**src/rtl/c3aibadapt_txdp_word_align_fsm_pkg.sv**
```systemverilog
// Shared definitions for the TX word-align monitor: state encodings,
// testbus field layout and the alternating marker reference pattern.
package c3aibadapt_wa_pkg;

    typedef enum logic [1:0] {
        WA_BYPASS = 2'b00,
        WA_SEARCH = 2'b01,
        WA_LOCKED = 2'b10
    } wa_state_e;

    // Testbus field layout (LSB positions)
    localparam int TB_WIDTH       = 20;
    localparam int TB_HIST_LSB    = 0;
    localparam int TB_HIST_W      = 9;
    localparam int TB_WM_BIT      = 9;
    localparam int TB_BAD_RUN_LSB = 10;
    localparam int TB_LOSS_BIT    = 14;
    localparam int TB_LOCK_BIT    = 15;
    localparam int TB_STATE_LSB   = 16;

    // Bit k set when the k-th most recent marker must be 1 (newest = bit 0)
    localparam logic [15:0] ALT_PATTERN = 16'h5555;

endpackage

```
**src/rtl/c3aibadapt_txdp_word_align_fsm_sat_cnt.sv**
```systemverilog
// Saturating up-counter with synchronous clear that wins over increment.
module c3aibadapt_wa_sat_cnt #(
    parameter int WIDTH = 4
) (
    input  logic             clk,
    input  logic             rst_n,
    input  logic             clr,
    input  logic             inc,
    output logic [WIDTH-1:0] count
);

    // Count up on inc, stick at all-ones, clear has priority
    always_ff @(posedge clk or negedge rst_n) begin
        if (!rst_n) begin
            count <= '0;
        end else if (clr) begin
            count <= '0;
        end else if (inc && (count != {WIDTH{1'b1}})) begin
            count <= count + 1'b1;
        end
    end

endmodule

```
**src/rtl/c3aibadapt_txdp_word_align_fsm.sv**
```systemverilog
// TX word-align monitor: samples the per-word marker bit, acquires lock on an
// alternating marker sequence, tracks marker phase while locked, counts
// marker errors and optionally drops lock after a run of bad markers.
module c3aibadapt_txdp_word_align_fsm
    import c3aibadapt_wa_pkg::*;
#(
    parameter int DWIDTH      = 40,
    parameter int MARK_POS_HI = 39,
    parameter int MARK_POS_LO = 19,
    parameter int SEQ_LEN     = 6,
    parameter int LOSS_THRESH = 4,
    parameter int ERR_CNT_W   = 8
) (
    input  logic                 wr_clk,
    input  logic                 wr_rst_n,
    input  logic                 wr_srst_n,
    input  logic                 r_wa_en,
    input  logic                 r_relock_en,
    input  logic                 r_err_clr,
    input  logic [DWIDTH-1:0]    aib_hssi_tx_data_in,
    input  logic                 mark_bit_location,
    output logic                 wa_lock,
    output logic                 wa_loss_pulse,
    output logic [ERR_CNT_W-1:0] wa_err_cnt,
    output logic [TB_WIDTH-1:0]  word_align_testbus
);

    localparam logic [SEQ_LEN-1:0] HIT_PAT   = ALT_PATTERN[SEQ_LEN-1:0];
    localparam logic [3:0]         LOSS_LAST = 4'(LOSS_THRESH - 1);

    wa_state_e              state_q;
    wa_state_e              state_d;
    logic                   wm_bit;
    logic [SEQ_LEN-2:0]     hist;
    logic [SEQ_LEN-1:0]     window;
    logic                   exp_q;
    logic [3:0]             bad_run;
    logic                   marker_sel;
    logic                   hit;
    logic                   locked_active;
    logic                   mismatch;
    logic                   loss_d;
    logic                   bad_clr;
    logic                   err_clr;
    logic [TB_HIST_W-1:0]   hist_ext;
    logic                   unused_data;

    // Only the two marker positions matter; the payload is folded away
    assign unused_data   = ^aib_hssi_tx_data_in;

    assign marker_sel    = mark_bit_location ? aib_hssi_tx_data_in[MARK_POS_LO]
                                             : aib_hssi_tx_data_in[MARK_POS_HI];
    assign window        = {hist, wm_bit};
    assign hit           = wm_bit && (window == HIT_PAT);
    assign locked_active = (state_q == WA_LOCKED) && r_wa_en;
    assign mismatch      = locked_active && (wm_bit != exp_q);

    // Disabling word-align reports lock immediately, before the FSM moves
    assign wa_lock = (state_q == WA_LOCKED) || (state_q == WA_BYPASS) || !r_wa_en;

    // Next-state decode; loss_d flags the LOCKED->SEARCH drop
    always_comb begin
        state_d = state_q;
        loss_d  = 1'b0;
        if (!r_wa_en) begin
            state_d = WA_BYPASS;
        end else begin
            case (state_q)
                WA_BYPASS: state_d = WA_SEARCH;
                WA_SEARCH: if (hit) state_d = WA_LOCKED;
                WA_LOCKED: begin
                    if (mismatch && r_relock_en && (bad_run >= LOSS_LAST)) begin
                        state_d = WA_SEARCH;
                        loss_d  = 1'b1;
                    end
                end
                default:   state_d = WA_SEARCH;
            endcase
        end
    end

    // State register with both asynchronous and synchronous reset
    always_ff @(posedge wr_clk or negedge wr_rst_n) begin
        if (!wr_rst_n) begin
            state_q <= WA_SEARCH;
        end else if (!wr_srst_n) begin
            state_q <= WA_SEARCH;
        end else begin
            state_q <= state_d;
        end
    end

    // Marker capture, marker history, expected phase and loss pulse
    always_ff @(posedge wr_clk or negedge wr_rst_n) begin
        if (!wr_rst_n) begin
            wm_bit        <= 1'b0;
            hist          <= '0;
            exp_q         <= 1'b0;
            wa_loss_pulse <= 1'b0;
        end else if (!wr_srst_n) begin
            wm_bit        <= 1'b0;
            hist          <= '0;
            exp_q         <= 1'b0;
            wa_loss_pulse <= 1'b0;
        end else begin
            wm_bit        <= marker_sel;
            wa_loss_pulse <= loss_d;
            if (!r_wa_en || (state_q == WA_BYPASS) || loss_d) begin
                hist <= '0;
            end else begin
                hist <= window[SEQ_LEN-2:0];
            end
            if (locked_active) begin
                exp_q <= !exp_q;
            end else if ((state_q == WA_SEARCH) && r_wa_en && hit) begin
                exp_q <= 1'b0;
            end
        end
    end

    assign bad_clr = !wr_srst_n || !r_wa_en || loss_d || (locked_active && !mismatch);
    assign err_clr = !wr_srst_n || r_err_clr;

    c3aibadapt_wa_sat_cnt #(.WIDTH(4)) u_bad_run (
        .clk   (wr_clk),
        .rst_n (wr_rst_n),
        .clr   (bad_clr),
        .inc   (mismatch),
        .count (bad_run)
    );

    c3aibadapt_wa_sat_cnt #(.WIDTH(ERR_CNT_W)) u_err_cnt (
        .clk   (wr_clk),
        .rst_n (wr_rst_n),
        .clr   (err_clr),
        .inc   (mismatch),
        .count (wa_err_cnt)
    );

    assign hist_ext = TB_HIST_W'(hist);

    // Pack the debug testbus from the live state fields
    always_comb begin
        word_align_testbus                              = '0;
        word_align_testbus[TB_STATE_LSB +: 2]           = state_q;
        word_align_testbus[TB_LOCK_BIT]                 = wa_lock;
        word_align_testbus[TB_LOSS_BIT]                 = wa_loss_pulse;
        word_align_testbus[TB_BAD_RUN_LSB +: 4]         = bad_run;
        word_align_testbus[TB_WM_BIT]                   = wm_bit;
        word_align_testbus[TB_HIST_LSB +: TB_HIST_W]    = hist_ext;
    end

endmodule
```
**config.mk**
```make
export PLATFORM = sky130hd
export DESIGN_NAME = c3aibadapt_txdp_word_align_fsm
export DESIGN_NICKNAME = d
export VERILOG_FILES = /design/src/rtl/c3aibadapt_txdp_word_align_fsm_pkg.sv /design/src/rtl/c3aibadapt_txdp_word_align_fsm_sat_cnt.sv /design/src/rtl/c3aibadapt_txdp_word_align_fsm.sv
export SDC_FILE = /design/constraint.sdc
export NUM_CORES = 1
export LEC_CHECK = 0
export CAP_MARGIN = 20
export CORE_MARGIN = 3
export CORE_UTILIZATION = 37
export CTS_CLUSTER_SIZE = 16
export DETAILED_ROUTE_END_ITERATION = 16
export PLACE_DENSITY = 0.79
export SLEW_MARGIN = 25
export SYNTH_ARGS = -nofsm -noshare
export SYNTH_HDL_FRONTEND = slang
export SYNTH_HIERARCHICAL = 1
export SYNTH_SLANG_ARGS = --single-unit
```
**constraint.sdc**
```tcl
create_clock -name wr_clk -period 2.6 [get_ports wr_clk]
set_input_delay 0.39 -clock wr_clk [delete_from_list [all_inputs] [get_ports wr_clk]]
set_output_delay 0.39 -clock wr_clk [all_outputs]
set_load 0.01 [all_outputs]
```
==> qor.csv <==
stage,metric,value,unit
place,detailedPlacementHpwl,2290,um
detailed_routing,wl_met2,1560,um
sta,fin_ws,0.576,ns
place,place_ws,0.418,ns
logic_synthesis,synth_edf_count,0,
sta,rsz0062_at_grt,no,
setup_path,crit_chain,xnor2_1 -> nor2_1 -> and2_1 -> buf_4 -> nand4_1 -> a21oi_1 -> mux2_2,
grt,grt_pass1_vias,1101,
setup_path,crit_path_end_kind,flop,
floorplan,dieHeight,65.2,um
power,comb_power_share,9.5,%
power,clkPwrFrac,31.5,%
clock_network,cts_setup_buffers,0,
finish,nNetsFinal,216,
power,vdd_drop_max,186,uV
power,p_int,0.457,mW
min_path,hp-class,in2async,
sta,clock_skew,0.00164,ns
detailed_routing,dr.pass1.iters,4,
detailed_routing,wire_per_inst,14.1,um
finish,area_delta_synth_final,28.0,%
floorplan,coreArea,3200,um^2
clock_network,root_buffer,clkbuf_4,
logic_synthesis,synth.distinct_cells,45,
setup_path,critical_path_class,reg2reg,
detailed_routing,wl,2950,um
grt,grt_max_degree,23,
clock_network,clock_path_buffers,2,
logic_synthesis,synth_flop_cell,dfrtp_1,
power,p_sw,0.137,mW
grt,antenna_found_initial,0,
floorplan,row_count,20,
setup_path,required,2.80,ns
place,postPlaceCellArea,1630,um^2
grt,grt_pass1_wl,4970,um
logic_synthesis,synth_cells,136,
grt,grt_usage,14.6,%
clock_network,cts_inserted_buffers,3,
sta,hold_slack,0.434,ns
sta,period_share,77.9,%
finish,diodes,0,
run_status,status,completed,
detailed_routing,wl_met1,1220,um
setup_path,critical_path.max_fanout,7,
logic_synthesis,syn_area_per_cell,9.55,um^2
detailed_routing,ant_nets,0,
clock_network,cts_max_level,1,
logic_synthesis,ys_warn_count,6,
sta,finalHoldViolations,0,
place,port_buffers,32,
floorplan,chipWidth,65.2,um
floorplan,io_pins,77,
sta,setup_viol,0,
logic_synthesis,synth.cell_area,1300,um^2
setup_path,crit_arrival,2.22,ns
sta,finalSetupTns,0,ns
floorplan,start_util,40.5,%
finish,final_area,1660,um^2
setup_path,crit_buf_inv,1,
clock_network,cts-resized-gates,0,
setup_path,cp_top_family,simple AND/OR/NAND/NOR gates,
setup_path,cp_slowest_cell,dfrtp_1,
place,place.gp.congestion,0.827,
grt,grt-ovfl-total,0,
power,power.density,357,nW/um^2
power,p_sw_share,23.1,%
floorplan,die-area,4260,um^2
clock_network,tritoncts,built,
sta,fmax,494,MHz
logic_synthesis,async_flop_share,100,%
sta,finalCriticalPeriod,2.02,ns
logic_synthesis,synth-seq-cells,22,
clock_network,hold_buffers,0,
detailed_routing,drtIter0Drc,162,
run,cap_violations,0,
finish,drive_gt1_share,10.2,%
detailed_routing,drc,0,
clock_network,cts.sinks,22,
power,leakage,0.670,nW
detailed_routing,met3_wirelength,159,um
clock_network,insertion_delay,0.30,ns
detailed_routing,dr.max_layer_used,met4,
detailed_routing,via_per_inst,5.34,
sta,maxSlewViolCount,0,
setup_path,cp-start-kind,flop,
setup_path,max_stage_delay,0.47,ns
power,power_frac_seq,59.0,%
detailed_routing,vias,1122,
logic_synthesis,ys_seq_area_share,42.5,%
clock_network,cts.reportedPaths.clkPinSlew,0.12,ns
layout make-up:
type | count | area [um^2]
inverter | 4 | 15.0
sequential | 22 | 552
clock buffer | 4 | 36.3
tap | 44 | 55.1
timing repair buffer | 35 | 343
multi-input combinational | 101 | 662
fill | 311 | 1540
sequential cells by signal (all words and copies together) (netlist names):
signal           flops
state_q              2
u_err_cnt/count      8
wm_bit               1
u_bad_run/count      4
hist                 5
exp_q                1
wa_loss_pulse        1
layer usage:
metal | vias up | track usage [%]
met4 | 0 | 3.11
met1 | 540 | 17.2
li1 | 539 | -
met3 | 2 | 3.25
met2 | 41 | 26.9
met5 | - | 0
cell families (layout without fill, tap and decap cells):
logic type	count (synthesis)	in the layout	share of synthesized area, %
AND/OR/NAND/NOR	59	59	28.9
AO/OA/AOI/OAI	27	27	12.5
flip-flops	22	22	42.5
buffers and inverters	18	43	8.00
multiplexers	6	6	5.20
adder cells (fa/ha/maj)	2	2	1.93
other	1	6	0.289
XOR/XNOR	1	1	0.674
worst paths after layout:
kind                            cells after the start                from  slack, ns                  to
worst max-delay path                                7              wm_bit       0.58  u_err_cnt/count[3]
worst min-delay path                                2            wr_rst_n       0.43  u_err_cnt/count[2]
worst max register to register                      7              wm_bit       0.58  u_err_cnt/count[3]
worst min register to register                      2  u_err_cnt/count[7]       0.60  u_err_cnt/count[7]
max in group asynchronous                           2            wr_rst_n       1.89          state_q[0]
min in group wr_clk                                 2  u_err_cnt/count[7]       0.60  u_err_cnt/count[7]
synth_stat cells, types with 3 or more instances:
cell type / instances / area, um^2
clkbuf_1: 3 / 11.3
inv_1: 4 / 15.0
a21oi_1: 6 / 30.0
nand3_1: 13 / 65.1
nor2_1: 5 / 18.8
mux2i_1: 3 / 30.0
o21ai_1: 7 / 35.0
nand2_1: 3 / 11.3
buf_4: 9 / 67.6
nand2b_1: 7 / 43.8
o21ai_0: 5 / 25.0
dfrtp_1: 21 / 526
nor2b_1: 6 / 37.5
nor3_1: 5 / 25.0
worst register-to-register path, cell delays in order (launching register included):
cell and delay [ns]:
dfrtp_1 0.47, xnor2_1 0.22, nor2_1 0.15, and2_1 0.27
buf_4 0.20, nand4_1 0.12, a21oi_1 0.16, mux2_2 0.34
layout by cell type (no fill, tap or decap), drive strengths merged:
| master | netlist | final |
|---|---|---|
| a41oi | 1 | 1 |
| dfrtp | 21 | 21 |
| nand2 | 3 | 3 |
| dfstp | 1 | 1 |
| a211oi | 2 | 2 |
| conb | 1 | 6 |
| or2 | 1 | 1 |
| nor3b | 1 | 1 |
| nor4bb | 1 | 1 |
| xnor2 | 1 | 1 |
| clkdlybuf4s50 | 0 | 32 |
| nand4bb | 2 | 2 |
| nand4 | 2 | 2 |
| clkbuf | 3 | 4 |
| a2111oi | 1 | 1 |
| and4b | 1 | 1 |
| inv | 4 | 4 |
| or3 | 1 | 1 |
| nand2b | 7 | 7 |
| nor3 | 6 | 6 |
| nor4 | 1 | 1 |
| a31oi | 1 | 1 |
| a21oi | 6 | 6 |
| a211o | 1 | 1 |
| and4 | 3 | 3 |
| ha | 2 | 2 |
| nand3 | 14 | 14 |
| and3 | 2 | 2 |
| mux2 | 3 | 3 |
| o21ai | 12 | 12 |
| nor2b | 7 | 7 |
| and2 | 2 | 2 |
| o21a | 1 | 1 |
| mux2i | 3 | 3 |
| nor2 | 5 | 5 |
| buf | 11 | 3 |
| o311a | 1 | 1 |
| a21boi | 1 | 1 |
per-stage QoR:
stage,instances,power (mW),utilization (%)
finish,210,0.594,51.9
detailed placement,206,0.414,50.8
CTS,210,0.600,51.9
floorplan,141,0.387,-
global placement,206,0.411,50.8
global route,210,0.622,51.9
power groups by stage:
stage / clock network [mW] / logic, mW / registers, mW
6_report: 0.187 / 0.0563 / 0.350
5_1_grt: 0.209 / 0.0626 / 0.351
4_1_cts: 0.192 / 0.0577 / 0.350
3_5_place_dp: 0 / 0.0574 / 0.356
3_3_place_gp: 0 / 0.0548 / 0.356
2_1_floorplan: 0 / 0.0327 / 0.354
No activity file was read; power rests on OpenSTA's default activity.
